<file path="config.mk">
export PLATFORM = sky130hd
export DESIGN_NAME = sram_act_mrd
export DESIGN_NICKNAME = d
export VERILOG_FILES = /design/src/rtl/sram_act_pkg.sv /design/src/rtl/rr_arb.sv /design/src/rtl/sram_act_mrd.sv
export SDC_FILE = /design/constraint.sdc
export NUM_CORES = 2
export LEC_CHECK = 0
export CAP_MARGIN = 40
export CORE_AREA = 2 2 387 466
export DETAILED_ROUTE_END_ITERATION = 8
export DIE_AREA = 0 0 389 468
export GPL_TIMING_DRIVEN = 0
export SYNTH_ARGS = -nofsm -noshare
export SYNTH_HDL_FRONTEND = slang
export SYNTH_SLANG_ARGS = --single-unit
</file>
<file path="constraint.sdc">
create_clock -name clk -period 4.14 [get_ports clk]
set_input_delay 0.621 -clock clk [delete_from_list [all_inputs] [get_ports clk]]
set_output_delay 0.621 -clock clk [all_outputs]
set_load 0.03 [all_outputs]
</file>
<file path="src/rtl/sram_act_pkg.sv">
// Shared constants and helper functions for the multi-reader activation buffer.
package sram_act_pkg;

   localparam int ARB_FIXED = 0;
   localparam int ARB_RR    = 1;

   function automatic int clog2(input int value);
      int width;
      width = 32'sd1;
      for (int i = 1; i < 31; i++) begin
         width = (int'(32'd1 << i) < value) ? i + 1 : width;
      end
      return width;
   endfunction

   function automatic int onehot_to_idx(input logic [31:0] onehot);
      int idx;
      idx = 32'sd0;
      for (int i = 0; i < 32; i++) begin
         idx = idx | (onehot[i] ? i : 32'sd0);
      end
      return idx;
   endfunction

endpackage

</file>
<file path="src/rtl/rr_arb.sv">
// Single-grant arbiter: fixed priority (lowest index) or round-robin starting after ptr.
module rr_arb
   import sram_act_pkg::*;
#(
   parameter int N    = 4,
   parameter int MODE = ARB_FIXED,
   parameter int IW   = clog2(N)
) (
   input  logic [N-1:0]  req,
   input  logic [IW-1:0] ptr,
   input  logic          en,
   output logic [N-1:0]  grant,
   output logic [IW-1:0] grant_idx,
   output logic [IW-1:0] next_ptr
);

   int   best_dist_s;
   int   best_idx_s;
   int   dist_s;
   logic take_s;
   logic found_s;

   // Winner is the requester closest to the search start (index 0, or ptr+1 in round-robin).
   always_comb begin
      best_dist_s = N;
      best_idx_s  = 32'sd0;
      dist_s      = 32'sd0;
      take_s      = 1'b0;
      for (int i = 0; i < N; i++) begin
         dist_s      = (MODE == ARB_RR) ? (i + 2 * N - 1 - int'(ptr)) % N : i;
         take_s      = en && req[i] && (dist_s < best_dist_s);
         best_dist_s = take_s ? dist_s : best_dist_s;
         best_idx_s  = take_s ? i : best_idx_s;
      end
      found_s = (best_dist_s < N);
      grant   = found_s ? ({{(N-1){1'b0}}, 1'b1} << best_idx_s) : {N{1'b0}};
   end

   assign grant_idx = IW'(onehot_to_idx(32'(grant)));
   assign next_ptr  = found_s ? grant_idx : ptr;

endmodule

</file>
<file path="src/rtl/sram_act_mrd.sv">
// Single-write, multi-read FWFT activation buffer; every grant to a reader is a pop of the head word.
module sram_act_mrd
   import sram_act_pkg::*;
#(
   parameter int DATA_WIDTH = 64,
   parameter int ADDR_WIDTH = 5,
   parameter int RD_NUM     = 4,
   parameter int ARB_MODE   = ARB_FIXED
) (
   input  logic                     clk,
   input  logic                     rst_n,
   input  logic                     reset,
   input  logic                     datain_val,
   output logic                     datain_rdy,
   input  logic [DATA_WIDTH-1:0]    datain,
   input  logic [RD_NUM-1:0]        dataout_rdy,
   output logic [RD_NUM-1:0]        dataout_val,
   output logic [DATA_WIDTH-1:0]    dataout,
   output logic [clog2(RD_NUM)-1:0] grant_id,
   output logic [ADDR_WIDTH:0]      count
);

   localparam int                  DEPTH    = 2 ** ADDR_WIDTH;
   localparam int                  IW       = clog2(RD_NUM);
   localparam logic [ADDR_WIDTH:0] FULL_CNT = {1'b1, {ADDR_WIDTH{1'b0}}};
   localparam logic [ADDR_WIDTH:0] CNT_ONE  = {{ADDR_WIDTH{1'b0}}, 1'b1};
   localparam logic [ADDR_WIDTH-1:0] PTR_ONE = {{(ADDR_WIDTH-1){1'b0}}, 1'b1};
   localparam logic [IW-1:0]       RR_INIT  = IW'(RD_NUM - 1);

   logic [DATA_WIDTH-1:0] mem_r [DEPTH];
   logic [ADDR_WIDTH-1:0] wr_ptr_r;
   logic [ADDR_WIDTH-1:0] rd_ptr_r;
   logic [ADDR_WIDTH:0]   count_r;
   logic [ADDR_WIDTH:0]   count_nxt_s;
   logic [IW-1:0]         rr_ptr_r;
   logic [IW-1:0]         next_ptr_s;
   logic [IW-1:0]         grant_idx_s;
   logic [RD_NUM-1:0]     grant_s;
   logic                  full_s;
   logic                  empty_s;
   logic                  push_s;
   logic                  pop_s;
   logic                  arb_en_s;

   assign full_s     = (count_r == FULL_CNT);
   assign empty_s    = (count_r == {(ADDR_WIDTH+1){1'b0}});
   assign datain_rdy = !full_s && !reset;
   assign push_s     = datain_val && datain_rdy;
   assign arb_en_s   = !empty_s && !reset;

   rr_arb #(
      .N    (RD_NUM),
      .MODE (ARB_MODE),
      .IW   (IW)
   ) u_arb (
      .req       (dataout_rdy),
      .ptr       (rr_ptr_r),
      .en        (arb_en_s),
      .grant     (grant_s),
      .grant_idx (grant_idx_s),
      .next_ptr  (next_ptr_s)
   );

   // A grant is the pop: the reader's rdy was already high when it was granted.
   assign pop_s       = |grant_s;
   assign dataout_val = grant_s;
   assign grant_id    = grant_idx_s;
   assign dataout     = mem_r[rd_ptr_r];
   assign count       = count_r;

   // Occupancy moves only when exactly one of push/pop happens.
   always_comb begin
      count_nxt_s = count_r;
      case ({push_s, pop_s})
         2'b10:   count_nxt_s = count_r + CNT_ONE;
         2'b01:   count_nxt_s = count_r - CNT_ONE;
         default: count_nxt_s = count_r;
      endcase
   end

   // Pointer, occupancy and round-robin state; synchronous clear mirrors rst_n.
   always_ff @(posedge clk or negedge rst_n) begin
      if (!rst_n) begin
         wr_ptr_r <= {ADDR_WIDTH{1'b0}};
         rd_ptr_r <= {ADDR_WIDTH{1'b0}};
         count_r  <= {(ADDR_WIDTH+1){1'b0}};
         rr_ptr_r <= RR_INIT;
      end else if (reset) begin
         wr_ptr_r <= {ADDR_WIDTH{1'b0}};
         rd_ptr_r <= {ADDR_WIDTH{1'b0}};
         count_r  <= {(ADDR_WIDTH+1){1'b0}};
         rr_ptr_r <= RR_INIT;
      end else begin
         if (push_s) begin
            wr_ptr_r <= wr_ptr_r + PTR_ONE;
         end
         if (pop_s) begin
            rd_ptr_r <= rd_ptr_r + PTR_ONE;
         end
         count_r  <= count_nxt_s;
         rr_ptr_r <= next_ptr_s;
      end
   end

   // Storage array, intentionally not reset.
   always_ff @(posedge clk) begin
      if (push_s) begin
         mem_r[wr_ptr_r] <= datain;
      end
   end

endmodule

</file>
==> metrics.yaml <==
run_status:
  run_status: "completed"
route:
  antenna_left: 0
  detail_route.wl_per_cell_um: 31.47
  drt_drc_violations_left: 0
  detail_route.vias_per_cell: 5.920
  detailedRoute.firstPassIterationCount: 6
  drt_first_iter_violations: 4945
  route.final.wire_length_um: 215600
  vias_after_detailed_routing: 40550
timing:
  timing_hold_violations_final: 0
  final-setup-viol-count: 0
  timing.final.crit_share: 0.9995
  slew-limit-headroom: 0.3840
  tns_ns: 0
  finalCriticalPeriod_ns: 4.138
  slew_violations: 0
  worst_slew_pin_slew_ns: 0.9240
  grt_setup_unrepaired: "true"
  hold_ws_ns: 0.4190
  fmax_mhz: 241.7
  clock_skew_ns: 0.02635
synth:
  synth.ff_latch_count: 2064
  synth_async_sr_flop_share: 0.007752
  yosys_warnings: 0
  ys_top_cells_by_area: "sky130_fd_sc_hd__edfxtp_1, sky130_fd_sc_hd__mux4_2, sky130_fd_sc_hd__mux2i_1, sky130_fd_sc_hd__a22oi_1, sky130_fd_sc_hd__dfrtp_1"
  number_of_synthesized_flops_with_an_enable_pin: 2048
  dominantRegCellSynth: "sky130_fd_sc_hd__edfxtp_1"
  fraction_of_post_synthesis_cell_area_in_the_top_cell_type_by_area: 0.7746
  synth_cell_types: 51
  synth_area_leader_cell: "sky130_fd_sc_hd__edfxtp_1"
  yosysSeqAreaShare: 0.7796
  avgSynthCellArea_um2: 20.88
  synth_fp_nets: 3885
  most_instantiated_library_cell_after_synthesis: "sky130_fd_sc_hd__edfxtp_1"
  synth_commonest_cells: "sky130_fd_sc_hd__edfxtp_1, sky130_fd_sc_hd__mux2i_1, sky130_fd_sc_hd__mux4_2, sky130_fd_sc_hd__a22oi_1, sky130_fd_sc_hd__clkbuf_1"
  mappedNetlistArea_um2: 79390
  syn-instance-count: 3803
setup_path:
  cpMaxStageDelayCell: "sky130_fd_sc_hd__a31oi_2"
  critPathMaxStageDelay_ns: 0.39
  cp_num_buf_inv: 6
  cp.arrival_ns: 3.52
  cp-start-kind: "flop"
  timing.critical_path.fanout_max: 10
  worstPathCellList: "buf_4 -> buf_8 -> buf_12 -> nor2_4 -> buf_12 -> buf_6 -> a22oi_1 -> a31oi_2 -> o221ai_2 -> clkdlybuf4s15_2"
  cp_top_family: "buffers and inverters"
  worst-setup-path-type: "reg2out"
  timing.critical_path.to_type: "primary output"
  required_ns: 3.52
  critical-path-top-cell-by-count: "sky130_fd_sc_hd__buf_12"
cts:
  clkTransAtPathRegs_ns: 0.06
  cts_made_buffers: 192
  clk-insertion-delay-late_ns: 0.85
  clockBufferDepth: 3
  cts_tree: "built"
  clock-sinks: 2064
  ctsRootBufferMaster: "sky130_fd_sc_hd__clkbuf_16"
  htreeDepth: 4
placed_design:
  port_buffers: 148
  place.gp.congestion: 0.7710
  placed_cell_area_um2: 87800
  hpwl_um: 146600
final_layout:
  nNetsFinal: 4442
  final_area_um2: 95460
  multi_input_comb_area_um2: 17280
  filler_cell_count: 13650
  ff_latch_area_um2: 61900
  layout.core_utilization: 0.5368
  area_delta_synth_final_pct: 20.23
  drive_gt1_frac: 0.2602
global_route:
  grt_pass1_wl_um: 304200
  globalRouteOverflowTotal: 0
  grt.total_usage: 0.2368
  via_count_of_the_first_global_routing_pass: 40790
  largest_net_degree_at_the_start_of_global_routing: 33
  grt_antenna_before_repair: 9
floorplanning:
  initial_utilization: 0.4465
  floorplan.die_area_um2: 182100
  floorplan.die.width_um: 389
  core_area_um2: 177800
  design.portCount: 149
  std_cell_rows: 170
  height_of_the_chip_um: 468
worst_hold_path:
  hold_path.class: "in2reg"
power:
  p_per_area_nw_per_um2: 556.5
  vdd_ir_drop_max_v: 0.0003786
  total_power_mw: 53.12
  leakagePower_nw: 29.33
flow_run:
  maxCapViolations: 0
stage by stage:
step	cells	worst slack, ns
after floorplan	3803	-0.5803
after global placement	6273	-5.539
after detailed placement	6482	-0.4641
after CTS	6841	-0.07112
after global routing	6848	-0.05529
final	6849	0.002210
path summary, 6_finish.rpt:
| path | start | endpoint | slack (ns) | cells past startpoint |
|---|---|---|---|---|
| max in group asynchronous | rst_n | rd_ptr_r[2] | 3.25 | 3 |
| min in group asynchronous | rst_n | count[5] | 0.50 | 2 |
| worst min register to register | count[3] | count[3] | 0.61 | 2 |
| worst max-delay path | rd_ptr_r[0] | dataout[4] | 0.002 | 10 |
| worst max register to register | count[0] | mem_r[10][25] | 0.49 | 7 |
| worst min-delay path | datain[46] | mem_r[1][46] | 0.42 | 1 |
per-layer routing:
metal / global-route usage / vias to the layer above / part of all wire
met5: 0 / - / 0.00011
li1: - / 17060 / -
met3: 0.04117 / 311 / 0.072
met1: 0.3209 / 21540 / 0.40
met2: 0.3943 / 1637 / 0.49
met4: 0.07077 / 4 / 0.030
final cells by class:
type / instances / share of cell area
Timing Repair Buffer: 364 / 0.05483
Clock buffer: 235 / 0.05202
Buffer: 221 / 0.01695
Multi-Input combinational cell: 1511 / 0.1810
Sequential cell: 2064 / 0.6484
Antenna cell: 3 / 0.00007864
Clock inverter: 123 / 0.01598
Inverter: 6 / 0.0002359
Tap cell: 2322 / 0.03043
state kept, by name, summed over array words and instances (netlist names):
signal,flops
mem_r,2048
count,6
rd_ptr_r,5
wr_ptr_r,5
cell families (layout without fill, tap and decap cells):
group | after synthesis | after routing | share of synthesized area
AOI/OAI and AO/OA | 447 | 447 | 0.04121
xor gates and xnor gates | 12 | 12 | 0.001324
adders and majority gates | 10 | 10 | 0.001671
buffers and inverters | 228 | 949 | 0.01373
DFF | 2064 | 2064 | 0.7796
muxes | 790 | 790 | 0.1469
other | 0 | 3 | 0
and+or+nand+nor | 252 | 252 | 0.01552
placed cells by master, fill, tap and decap left out, types with 46 or more instances in the layout:
master / synthesis / routed
sky130_fd_sc_hd__buf_8: 0 / 97
sky130_fd_sc_hd__a22oi_1: 144 / 144
sky130_fd_sc_hd__buf_2: 79 / 46
sky130_fd_sc_hd__buf_4: 32 / 61
sky130_fd_sc_hd__clkbuf_16: 0 / 192
sky130_fd_sc_hd__mux2i_1: 473 / 470
sky130_fd_sc_hd__edfxtp_1: 2048 / 2048
sky130_fd_sc_hd__nand2_1: 68 / 67
sky130_fd_sc_hd__buf_12: 0 / 90
sky130_fd_sc_hd__clkdlybuf4s50_1: 0 / 84
sky130_fd_sc_hd__mux4_2: 298 / 298
sky130_fd_sc_hd__nand3_1: 54 / 49
sky130_fd_sc_hd__buf_6: 2 / 54
sky130_fd_sc_hd__clkbuf_1: 87 / 79
worst reg2reg max path: cells and delay by family, from the launching register on:
family | cells | cell delay [ns]
buffers and inverters | 2 | 0.49
and+or+nand+nor | 4 | 1.94
DFF | 1 | 0.51
AOI/OAI and AO/OA | 1 | 0.33
power breakdown:
part	internal (mW)	switching [mW]	total (mW)
sequential	23.2	0.0799	23.2
combinational	4.97	6.60	11.6
clock	10.5	7.85	18.3
total	38.6	14.5	53.1
repair_timing:
item / 4_1_cts / 5_1_grt
hold buffers: 1 / 0
hold endpoints to repair: 2 / 0
pin swaps: 13 / 12
setup buffers: 1 / 1
resized for setup: 516 / 106
setup endpoints to repair: 64 / 56
(Power assumes the default switching activity.)
